$ cat config.mk
export PLATFORM = sky130hd
export DESIGN_NAME = text_console_writer
export DESIGN_NICKNAME = d
export VERILOG_FILES = /design/src/rtl/text_display_pkg.sv /design/src/rtl/text_addr_gen.sv /design/src/rtl/text_console_writer.sv
export SDC_FILE = /design/constraint.sdc
export NUM_CORES = 1
export LEC_CHECK = 0
export BUFFER_PORTS_ARGS = -buffer_cell sky130_fd_sc_hd__buf_2
export CAP_MARGIN = 20
export CORE_UTILIZATION = 42
export CTS_CLUSTER_DIAMETER = 30
export DETAILED_ROUTE_END_ITERATION = 16
export PLACE_DENSITY = 0.57
export SKIP_LAST_GASP = 1
export SYNTH_ARGS = -nofsm -noshare
export SYNTH_HDL_FRONTEND = slang
export SYNTH_SLANG_ARGS = --single-unit
export TNS_END_PERCENT = 1
$ cat constraint.sdc
create_clock -name clk -period 4.6 [get_ports clk]
set_input_delay 0.23 -clock clk [delete_from_list [all_inputs] [get_ports clk]]
set_output_delay 0.23 -clock clk [all_outputs]
set_load 0.02 [all_outputs]
$ cat src/rtl/text_display_pkg.sv
// Shared geometry and character constants for the text display.
// Both the console writer and the glyph/pixel reader import this so the
// character buffer layout is agreed in one place.
package text_display_pkg;

  localparam int COLS    = 80;   // characters per row (640 px / 8 px glyph)
  localparam int ROWS    = 60;   // character rows (480 px / 8 line glyph)
  localparam int ADDR_W  = 13;   // 2**ADDR_W >= COLS*ROWS
  localparam int GLYPH_W = 8;
  localparam int GLYPH_H = 8;

  localparam logic [7:0] ASCII_BS    = 8'h08;
  localparam logic [7:0] ASCII_LF    = 8'h0A;
  localparam logic [7:0] ASCII_FF    = 8'h0C;
  localparam logic [7:0] ASCII_CR    = 8'h0D;
  localparam logic [7:0] ASCII_SPACE = 8'h20;
  localparam logic [7:0] ASCII_TILDE = 8'h7E;

  // Writer FSM encoding
  localparam logic [1:0] ST_CLR_ALL  = 2'd0;
  localparam logic [1:0] ST_IDLE     = 2'd1;
  localparam logic [1:0] ST_CLR_LINE = 2'd2;

  // True for bytes that are stored as glyphs (space through tilde)
  function automatic logic is_printable(input logic [7:0] c);
    return (c >= ASCII_SPACE) && (c <= ASCII_TILDE);
  endfunction

endpackage

$ cat src/rtl/text_addr_gen.sv
// Cursor address generator: tracks the cursor's physical row and its base
// address (phys_row*COLS, stepped by COLS instead of multiplied), plus the
// scroll ring offset. Physical row always equals (scroll_row + cursor_row)
// mod ROWS, and every row advance (with or without scroll) steps it by one.
module text_addr_gen
  import text_display_pkg::*;
#(
  parameter int COLS   = text_display_pkg::COLS,
  parameter int ROWS   = text_display_pkg::ROWS,
  parameter int ADDR_W = text_display_pkg::ADDR_W
) (
  input  logic                    clk,
  input  logic                    rst_n,
  input  logic                    init_i,     // home: phys row 0, scroll 0
  input  logic                    adv_i,      // cursor moves down one physical row
  input  logic                    scroll_i,   // ring offset steps by one row
  input  logic [$clog2(COLS)-1:0] col_i,
  output logic [ADDR_W-1:0]       cur_addr_o, // col_i on the current row
  output logic [ADDR_W-1:0]       nxt_addr_o, // col_i on the following row
  output logic [$clog2(ROWS)-1:0] scroll_row_o
);

  localparam int ROW_W = $clog2(ROWS);
  localparam logic [ROW_W-1:0]  LAST_ROW = ROW_W'(ROWS - 1);

  logic [ROW_W-1:0]  phys_row_q, phys_row_d;
  logic [ADDR_W-1:0] row_base_q, row_base_d;
  logic [ROW_W-1:0]  scroll_q, scroll_d;
  logic [ROW_W-1:0]  phys_row_nxt;
  logic [ADDR_W-1:0] row_base_nxt;

  // Next-row values with wrap at the bottom of the ring, and register updates
  always_comb begin
    if (phys_row_q == LAST_ROW) begin
      phys_row_nxt = '0;
      row_base_nxt = '0;
    end else begin
      phys_row_nxt = phys_row_q + ROW_W'(1);
      row_base_nxt = row_base_q + ADDR_W'(COLS);
    end

    phys_row_d = phys_row_q;
    row_base_d = row_base_q;
    scroll_d   = scroll_q;
    if (init_i) begin
      phys_row_d = '0;
      row_base_d = '0;
      scroll_d   = '0;
    end else begin
      if (adv_i) begin
        phys_row_d = phys_row_nxt;
        row_base_d = row_base_nxt;
      end else begin
        phys_row_d = phys_row_q;
      end
      if (scroll_i) begin
        scroll_d = (scroll_q == LAST_ROW) ? '0 : scroll_q + ROW_W'(1);
      end else begin
        scroll_d = scroll_q;
      end
    end
  end

  // Row tracking registers, cleared by synchronous reset
  always_ff @(posedge clk) begin
    if (!rst_n) begin
      phys_row_q <= '0;
      row_base_q <= '0;
      scroll_q   <= '0;
    end else begin
      phys_row_q <= phys_row_d;
      row_base_q <= row_base_d;
      scroll_q   <= scroll_d;
    end
  end

  assign cur_addr_o   = row_base_q + ADDR_W'(col_i);
  assign nxt_addr_o   = row_base_nxt + ADDR_W'(col_i);
  assign scroll_row_o = scroll_q;

endmodule

$ cat src/rtl/text_console_writer.sv
// Character-stream writer for the text display buffer. Accepts ASCII over
// valid/ready, keeps a cursor, interprets CR/LF/BS/FF, wraps and scrolls
// via a ring offset, and clears the whole screen out of reset.
module text_console_writer
  import text_display_pkg::*;
#(
  parameter int COLS   = text_display_pkg::COLS,
  parameter int ROWS   = text_display_pkg::ROWS,
  parameter int ADDR_W = text_display_pkg::ADDR_W
) (
  input  logic                    clk,
  input  logic                    rst_n,
  input  logic                    char_valid,
  input  logic [7:0]              char_data,
  output logic                    char_ready,
  output logic                    buf_we,
  output logic [ADDR_W-1:0]       buf_addr,
  output logic [7:0]              buf_data,
  output logic [$clog2(ROWS)-1:0] scroll_row,
  output logic [$clog2(COLS)-1:0] cursor_col,
  output logic [$clog2(ROWS)-1:0] cursor_row
);

  localparam int COL_W = $clog2(COLS);
  localparam int ROW_W = $clog2(ROWS);
  localparam logic [COL_W-1:0]  LAST_COL  = COL_W'(COLS - 1);
  localparam logic [ROW_W-1:0]  LAST_ROW  = ROW_W'(ROWS - 1);
  localparam logic [ADDR_W-1:0] LAST_ADDR = ADDR_W'(COLS * ROWS - 1);

  logic [1:0]        state_q, state_d;
  logic              clr_pend_q, clr_pend_d;  // clear started but first write not yet issued
  logic [COL_W-1:0]  clr_col_q, clr_col_d;    // column of the clear write on the bus
  logic [COL_W-1:0]  col_q, col_d;
  logic [ROW_W-1:0]  row_q, row_d;
  logic              we_q, we_d;
  logic [ADDR_W-1:0] addr_q, addr_d;
  logic [7:0]        data_q, data_d;
  logic              ready_q, ready_d;

  logic              ag_init, ag_adv, ag_scroll;
  logic [COL_W-1:0]  ag_col;
  logic [ADDR_W-1:0] ag_cur_addr, ag_nxt_addr;
  logic              at_bottom;

  text_addr_gen #(
    .COLS   (COLS),
    .ROWS   (ROWS),
    .ADDR_W (ADDR_W)
  ) u_addr_gen (
    .clk          (clk),
    .rst_n        (rst_n),
    .init_i       (ag_init),
    .adv_i        (ag_adv),
    .scroll_i     (ag_scroll),
    .col_i        (ag_col),
    .cur_addr_o   (ag_cur_addr),
    .nxt_addr_o   (ag_nxt_addr),
    .scroll_row_o (scroll_row)
  );

  assign at_bottom = (row_q == LAST_ROW);

  // FSM, control-character decode and next write on the buffer port
  always_comb begin
    state_d    = state_q;
    clr_pend_d = clr_pend_q;
    clr_col_d  = clr_col_q;
    col_d      = col_q;
    row_d      = row_q;
    we_d       = 1'b0;
    addr_d     = addr_q;
    data_d     = data_q;
    ag_init    = 1'b0;
    ag_adv     = 1'b0;
    ag_scroll  = 1'b0;
    ag_col     = col_q;

    case (state_q)
      ST_CLR_ALL: begin
        // linear sweep of the whole buffer, addr_q doubles as the counter
        if (clr_pend_q) begin
          we_d       = 1'b1;
          addr_d     = '0;
          data_d     = ASCII_SPACE;
          clr_pend_d = 1'b0;
        end else if (addr_q == LAST_ADDR) begin
          state_d = ST_IDLE;
          col_d   = '0;
          row_d   = '0;
          ag_init = 1'b1;
        end else begin
          we_d   = 1'b1;
          addr_d = addr_q + ADDR_W'(1);
          data_d = ASCII_SPACE;
        end
      end

      ST_CLR_LINE: begin
        // blank the new bottom row; cursor row base already points at it
        if (clr_pend_q) begin
          ag_col     = '0;
          we_d       = 1'b1;
          addr_d     = ag_cur_addr;
          data_d     = ASCII_SPACE;
          clr_pend_d = 1'b0;
          clr_col_d  = '0;
        end else if (clr_col_q == LAST_COL) begin
          state_d = ST_IDLE;
        end else begin
          ag_col    = clr_col_q + COL_W'(1);
          we_d      = 1'b1;
          addr_d    = ag_cur_addr;
          data_d    = ASCII_SPACE;
          clr_col_d = clr_col_q + COL_W'(1);
        end
      end

      ST_IDLE: begin
        if (char_valid) begin
          if (is_printable(char_data)) begin
            we_d   = 1'b1;
            addr_d = ag_cur_addr;
            data_d = char_data;
            if (col_q == LAST_COL) begin
              col_d  = '0;
              ag_adv = 1'b1;
              if (at_bottom) begin
                // the glyph write goes out first, the line clear follows
                ag_scroll  = 1'b1;
                state_d    = ST_CLR_LINE;
                clr_pend_d = 1'b1;
              end else begin
                row_d = row_q + ROW_W'(1);
              end
            end else begin
              col_d = col_q + COL_W'(1);
            end
          end else begin
            case (char_data)
              ASCII_LF: begin
                col_d  = '0;
                ag_adv = 1'b1;
                if (at_bottom) begin
                  // first clear write issued right away on the next row
                  ag_scroll  = 1'b1;
                  state_d    = ST_CLR_LINE;
                  clr_pend_d = 1'b0;
                  clr_col_d  = '0;
                  ag_col     = '0;
                  we_d       = 1'b1;
                  addr_d     = ag_nxt_addr;
                  data_d     = ASCII_SPACE;
                end else begin
                  row_d = row_q + ROW_W'(1);
                end
              end
              ASCII_CR: begin
                col_d = '0;
              end
              ASCII_BS: begin
                if (col_q != '0) begin
                  ag_col = col_q - COL_W'(1);
                  col_d  = col_q - COL_W'(1);
                  we_d   = 1'b1;
                  addr_d = ag_cur_addr;
                  data_d = ASCII_SPACE;
                end else begin
                  col_d = col_q;
                end
              end
              ASCII_FF: begin
                state_d    = ST_CLR_ALL;
                clr_pend_d = 1'b0;
                we_d       = 1'b1;
                addr_d     = '0;
                data_d     = ASCII_SPACE;
              end
              default: begin
                col_d = col_q;
              end
            endcase
          end
        end else begin
          we_d = 1'b0;
        end
      end

      default: begin
        state_d    = ST_CLR_ALL;
        clr_pend_d = 1'b1;
      end
    endcase

    ready_d = (state_d == ST_IDLE);
  end

  // State and registered outputs; reset restarts a full-screen clear
  always_ff @(posedge clk) begin
    if (!rst_n) begin
      state_q    <= ST_CLR_ALL;
      clr_pend_q <= 1'b1;
      clr_col_q  <= '0;
      col_q      <= '0;
      row_q      <= '0;
      we_q       <= 1'b0;
      addr_q     <= '0;
      data_q     <= ASCII_SPACE;
      ready_q    <= 1'b0;
    end else begin
      state_q    <= state_d;
      clr_pend_q <= clr_pend_d;
      clr_col_q  <= clr_col_d;
      col_q      <= col_d;
      row_q      <= row_d;
      we_q       <= we_d;
      addr_q     <= addr_d;
      data_q     <= data_d;
      ready_q    <= ready_d;
    end
  end

  assign char_ready = ready_q;
  assign buf_we     = we_q;
  assign buf_addr   = addr_q;
  assign buf_data   = data_q;
  assign cursor_col = col_q;
  assign cursor_row = row_q;

endmodule

==> impl_metrics.py, run 1 <==
metrics = {
    "cts": {
        "holdBufCountCts": 0,
        "path_clk_slew_ns": 0.06,
        "cts_tree": "built",
        "cts_resized": 0,
        "post_cts_buffers": 0,
        "h-tree-depth": 3,
        "clk_path_buf_depth": 2,
        "clock_latency_ns": 0.35,
        "root_buffer": "clkbuf_16",
        "numCtsBuffers": 9,
        "clkSinkCount": 71,
    },
    "worst_setup_path": {
        "r2r-start": "cursor_col[1]$_SDFFE_PN0P_",
        "r2r-end": "buf_addr[6]$_SDFFE_PN0P_",
        "crit_cells": 17,
        "path_class": "flop to flop",
        "cp-end-kind": "flop",
        "cp_max_fo": 10,
        "cp.buffers_inverters": 2,
        "r2r_slack_ns": 0.32,
        "crit_chain": "inv_1, ha_1, nor3b_2, nand2_1, nor2_1, o21ai_0, a21oi_1, a211o_1, ha_1, inv_1, fa_1, nand3b_1, a31o_2, nor3b_1, a2111oi_0, o211ai_1, a31oi_1",
        "slowest_stage": "nor3b_2",
        "cp-start-kind": "flop",
        "critPathArrivalTime_ns": 4.55,
        "critical_path.top_delay_family": "compound AO/OA/AOI/OAI gates",
        "crit_required_ns": 4.87,
        "cpPeakStageDelay_ns": 0.58,
        "rr_worst_depth": 17,
    },
    "sta": {
        "setup_violations": 0,
        "skew_ns": 0.007476,
        "rsz0062_at_grt": "no",
        "tightest_slew_ns": 0.9565,
        "final.period_utilization_pct": 93.02,
        "slew_viol_final": 0,
        "setup_tns_ns": 0,
        "finalHoldViolations": 0,
        "min_period_ns": 4.279,
        "max_freq_mhz": 233.7,
        "holdWs_ns": 0.1916,
        "setup_ws_ns": 0.3211,
        "slew_headroom_pct": 35.65,
    },
    "min_path": {
        "hold_start": "char_data[3]",
        "min_path_cells": 3,
        "min_path_type": "input pin to flop",
        "hold_end": "buf_data[3]$_SDFFE_PN0P_",
    },
    "synthesis": {
        "avgSynthCellArea_um2": 7.397,
        "synth_area_um2": 5474,
        "synth_top_family_by_area": "compound AO/OA/AOI/OAI gates",
        "synthDistinctLibCells": 70,
        "synth_compound_area_share_pct": 28.32,
        "synth_seq_cells": 71,
        "synth-edff-count": 0,
        "yosysWarnings": 0,
        "synthFlopType": "dfxtp_1",
        "syn_inst": 740,
        "synth.net_count": 781,
        "ys_seq_area_share_pct": 25.97,
        "synth_xor_area_share_pct": 5.120,
        "synthMuxAreaShare_pct": 1.669,
        "synthArstFlopShare_pct": 0,
        "synth-simple-area-share_pct": 27.47,
        "synth_adder_area_share_pct": 7.131,
    },
    "power_and_ir_drop": {
        "p_per_area_nw_per_um2": 223.4,
        "vdd_drop_max_mv": 0.1458,
        "leakagePower_nw": 2.321,
        "design_power_total_mw": 1.384,
    },
    "floorplan": {
        "start_util_pct": 43.20,
        "coreArea_um2": 12670,
        "die_x_um": 116.2,
        "ioPinCount": 53,
        "dieArea_um2": 13490,
        "num_rows": 41,
        "die_h_um": 116.2,
    },
    "grt": {
        "grt_antenna_before_repair": 0,
        "overflow": 0,
        "grt_max_degree": 30,
        "grt_pass1_wl_um": 26720,
        "track_usage_pct": 25.49,
        "grt_pass1_vias": 5289,
    },
    "detailed_routing": {
        "drt_iter0_drc": 459,
        "vias": 5744,
        "drcViolationCount": 0,
        "finalWirelength_um": 16400,
        "firstDrtPassIters": 5,
        "wl_per_cell_um": 17.22,
        "vias_per_cell": 6.034,
        "postRouteAntennaNets": 0,
    },
    "finish": {
        "diodes": 0,
        "drive_above_1_share_pct": 12.56,
        "fin_nets": 816,
        "fin_util_pct": 48.88,
        "area_growth_pct": 13.14,
    },
    "placed_design": {
        "io_buffer_count": 52,
        "dp_hpwl_um": 12210,
        "dp_slack_ns": 0.1994,
        "gp_congestion": 0.8742,
    },
    "status": {
        "outcome": "finished, final reports clean",
    },
    "flow_run": {
        "drv_cap": 0,
    },
}
[layout by cell type (no fill, tap or decap), types with 19 or more instances in the layout]
cell	synthesis	layout
a21oi_1	71	71
buf_2	3	52
dfxtp_1	71	71
ha_1	28	28
inv_1	19	19
nand2_1	71	71
nand3_1	33	33
nor2_1	66	66
nor3_1	19	19
o21ai_0	53	53
[cell type report]
type	count	area, um2
fillers	1321	6477
clock buffers	11	242.7
repair buffers	66	365.4
flip-flops and latches	71	1421
clock inverters	5	57.56
well taps	172	215.2
multi-input cells	607	3816
inverters	20	75.07
[worst register-to-register path, stage by stage, from the launching register on]
cell and delay (ns):
dfxtp_1 0.31, inv_1 0.11, ha_1 0.22, nor3b_2 0.58
nand2_1 0.29, nor2_1 0.18, o21ai_0 0.10, a21oi_1 0.15
a211o_1 0.17, ha_1 0.18, inv_1 0.06, fa_1 0.40
nand3b_1 0.22, a31o_2 0.30, nor3b_1 0.14, a2111oi_0 0.39
o211ai_1 0.19, a31oi_1 0.21
[worst max path at each step]
stage / start / slack [ns] / end
2_1_floorplan: char_data[2] / 0.79 / buf_addr[8]$_SDFFE_PN0P_
3_3_place_gp: char_data[7] / 0.34 / buf_addr[8]$_SDFFE_PN0P_
3_5_place_dp: char_data[6] / 0.20 / buf_addr[8]$_SDFFE_PN0P_
4_1_cts: cursor_col[1]$_SDFFE_PN0P_ / 0.37 / buf_addr[6]$_SDFFE_PN0P_
5_1_grt: cursor_col[1]$_SDFFE_PN0P_ / 0.04 / buf_addr[6]$_SDFFE_PN0P_
6_report: cursor_col[1]$_SDFFE_PN0P_ / 0.32 / buf_addr[6]$_SDFFE_PN0P_
[where the power goes]
group	switching [mW]	leakage, nW	internal [mW]
Sequential	0.00271	0.573	0.617
Clock	0.276	0.138	0.434
Combinational	0.0394	1.61	0.0149
[per-layer routing]
metal | vias to the layer above | share of wire, % | track usage [%]
li1 | 2826 | - | -
met1 | 2710 | 46 | 33.66
met2 | 184 | 46 | 41.55
met3 | 24 | 5.3 | 4.722
met4 | 0 | 2.0 | 9.145
met5 | - | 0 | 0
[registers in the layout, summed over array words and instances, names as in the netlist]
| register | flops |
|---|---|
| u_addr_gen.scroll_row_o | 6 |
| buf_data | 8 |
| state_q | 2 |
| buf_we | 1 |
| cursor_row | 6 |
| buf_addr | 13 |
| cursor_col | 7 |
| clr_pend_q | 1 |
| u_addr_gen.phys_row_q | 6 |
| clr_col_q | 7 |
| char_ready | 1 |
| u_addr_gen.row_base_q | 13 |
[cell families (layout without fill, tap and decap cells)]
logic type               Yosys count  count (layout)
AO/OA/AOI/OAI                    239             239
flip-flops                        71              71
adder cells (fa/ha/maj)           30              30
multiplexers                       9               9
buffers and inverters             62             102
AND/OR/NAND/NOR                  297             297
XOR/XNOR                          32              32
[stage by stage]
stage,cells,instance area [um2]
finish,952,6193
global route,952,6193
CTS,952,6193
detailed placement,936,5893
global placement,936,5893
floorplan,740,5474
[synth_stat cells, types with 9 or more instances]
| master | n | area, um2 |
|---|---|---|
| ha_1 | 28 | 350.3 |
| nand4_1 | 14 | 87.58 |
| nor2_1 | 66 | 247.7 |
| clkbuf_1 | 37 | 138.9 |
| xor2_1 | 15 | 131.4 |
| nor3_1 | 19 | 95.09 |
| o21a_1 | 10 | 75.07 |
| nand3_1 | 33 | 165.2 |
| a211oi_1 | 11 | 82.58 |
| nand2_1 | 71 | 266.5 |
| dfxtp_1 | 71 | 1421 |
| a21oi_1 | 71 | 355.3 |
| xnor2_1 | 17 | 148.9 |
| nand2b_1 | 9 | 56.30 |
| nor4_1 | 11 | 68.82 |
| inv_1 | 19 | 71.32 |
| and2_1 | 17 | 106.4 |
| and3_1 | 13 | 81.33 |
| o21ai_0 | 53 | 265.3 |
| or3_1 | 15 | 93.84 |
| o31ai_1 | 11 | 82.58 |
(Power assumes the default switching activity.)
==> run 2: changes to the inputs <==
Clock period 4.6 ns to 4.26 ns, I/O delays scaled along.
==> run 2 against run 1 <==
Clock skew grew 0.0017 ns; count of clock-buffer cells in the layout shrank 2; combinational power grew 15%; critical path depth shrank 1; cell count grew 0.74%; critical endpoint unchanged; largest power group unchanged; highest routed layer unchanged.
==> impl_metrics.py, run 2 (same netlist as run 1, synthesis figures left out) <==
metrics = {
    "floorplan": {
        "num_rows": 41,
        "dieArea_um2": 13490,
        "die_x_um": 116.2,
        "coreArea_um2": 12670,
        "ioPinCount": 53,
        "die_h_um": 116.2,
        "start_util_pct": 43.20,
    },
    "worst_setup_path": {
        "startpoint": "cursor_col[1]$_SDFFE_PN0P_",
        "r2r-start": "cursor_col[1]$_SDFFE_PN0P_",
        "cp-start-kind": "flop",
        "path_class": "flop to flop",
        "r2r-end": "buf_addr[6]$_SDFFE_PN0P_",
        "crit_required_ns": 4.53,
        "critPathArrivalTime_ns": 4.35,
        "cp-end-kind": "flop",
        "rr_worst_depth": 16,
        "r2r_slack_ns": 0.18,
        "cp_max_fo": 8,
    },
    "grt": {
        "overflow": 0,
        "grt_pass1_wl_um": 27200,
        "grt_pass1_vias": 5216,
        "grt_antenna_before_repair": 0,
        "grt_max_degree": 30,
        "track_usage_pct": 26.29,
    },
    "power_and_ir_drop": {
        "intPower_mw": 1.090,
        "vdd_drop_max_mv": 0.1485,
        "p_seq_share_pct": 44.9,
        "p_comb_share_pct": 4.2,
        "switching_power_mw": 0.3949,
        "design_power_total_mw": 1.485,
        "clockPowerShare_pct": 50.9,
        "p_sw_share_pct": 26.59,
        "p_per_area_nw_per_um2": 237.4,
        "leakagePower_nw": 2.361,
    },
    "sta": {
        "tightest_slew_ns": 0.9033,
        "setup_violations": 0,
        "slew_headroom_pct": 39.23,
        "slew_viol_final": 0,
        "max_freq_mhz": 245.1,
        "setup_tns_ns": 0,
        "setup_ws_ns": 0.1796,
        "finalHoldViolations": 0,
        "skew_ns": 0.009214,
        "min_period_ns": 4.080,
        "final.period_utilization_pct": 95.78,
        "rsz0062_at_grt": "yes",
    },
    "cts": {
        "clkSinkCount": 71,
        "path_clk_slew_ns": 0.07,
        "numCtsBuffers": 9,
        "root_buffer": "clkbuf_16",
        "clock_latency_ns": 0.36,
        "clk_path_buf_depth": 2,
        "h-tree-depth": 3,
        "cts_tree": "built",
        "holdBufCountCts": 0,
    },
    "detailed_routing": {
        "firstDrtPassIters": 5,
        "postRouteAntennaNets": 0,
        "finalWirelength_um": 17050,
        "vias": 5721,
        "vias_per_cell": 5.966,
        "drcViolationCount": 0,
        "drt_iter0_drc": 389,
        "wl_per_cell_um": 17.78,
    },
    "placed_design": {
        "io_buffer_count": 52,
        "gp_congestion": 0.8652,
        "dp_hpwl_um": 12670,
        "dp_slack_ns": 0.03704,
        "place_inst": 942,
    },
    "finish": {
        "diodes": 0,
        "finalNonFillerCells": 959,
        "area_growth_pct": 14.24,
        "fin_nets": 823,
        "drive_above_1_share_pct": 13.85,
        "layout_common_cells": "71 x nand2_1, 71 x dfxtp_1, 70 x a21oi_1",
    },
    "flow_run": {
        "drv_cap": 0,
    },
    "min_path": {
        "hold_start": "char_data[3]",
        "min_path_type": "input pin to flop",
        "min_path_cells": 3,
        "hold_end": "buf_data[3]$_SDFFE_PN0P_",
    },
    "status": {
        "outcome": "finished, final reports clean",
    },
}
[run 2: worst max path at each step]
stage	endpoint	slack, ns	cells past startpoint
floorplan	buf_addr[8]$_SDFFE_PN0P_	0.47	16
global placement	buf_addr[6]$_SDFFE_PN0P_	0.09	17
detailed placement	buf_addr[8]$_SDFFE_PN0P_	0.04	16
CTS	buf_addr[6]$_SDFFE_PN0P_	0.05	17
global route	buf_addr[6]$_SDFFE_PN0P_	-0.07	16
finish	buf_addr[6]$_SDFFE_PN0P_	0.18	16
[run 2: power by group through the flow]
stage	combinational [mW]	sequential, mW	clock (mW)
after floorplan	0.0355	0.683	0
after global placement	0.0612	0.682	0
after detailed placement	0.0616	0.682	0
after CTS	0.0617	0.667	0.773
after global routing	0.0675	0.667	0.803
final	0.0624	0.667	0.756
[run 2: final cells by class]
cell class	instances	area [um2]
clock buffers	9	225.2
clock inverters	7	62.56
fillers	1285	6417
inverters	20	78.83
multi-input cells	607	3832
flip-flops and latches	71	1421
well taps	172	215.2
repair buffers	73	417.9
[run 2: worst max-delay path, stage by stage (launching register included)]
cell       delay (ns)
dfxtp_1          0.50
inv_1            0.18
ha_1             0.24
nor3b_4          0.17
and2_1           0.21
or3_1            0.31
a21oi_1          0.15
a211o_1          0.14
ha_1             0.17
inv_1            0.06
fa_1             0.41
nand3b_1         0.23
a31o_2           0.30
nor3b_1          0.14
a2111oi_1        0.38
o211ai_1         0.19
a31oi_1          0.20
[run 2: per-layer routing]
| metal | GRT usage (%) | share of wire (%) | up-vias | routed length, um |
|---|---|---|---|---|
| li1 | - | - | 2838 | - |
| met1 | 34.30 | 47 | 2716 | 8044 |
| met2 | 42.78 | 45 | 134 | 7721 |
| met3 | 3.633 | 4.0 | 33 | 683 |
| met4 | 12.74 | 3.5 | 0 | 599 |
| met5 | 0 | 0 | - | 0 |
[run 2: metrics by stage]
stage	hold WS, ns	cell area [um2]	util [%]
after floorplan	0.3649	5474	-
after global placement	0.4376	5938	46.86
after detailed placement	0.4472	5938	46.86
after CTS	0.1400	6226	49.14
after global routing	0.1471	6254	49.35
final	0.1435	6254	49.35
[run 2: repair_timing]
action / CTS / global route
buffers inserted: 0 / 1
resized for setup: 0 / 5
endpoints found under the hold margin: 0 / 0
setup endpoints to repair: 0 / 5
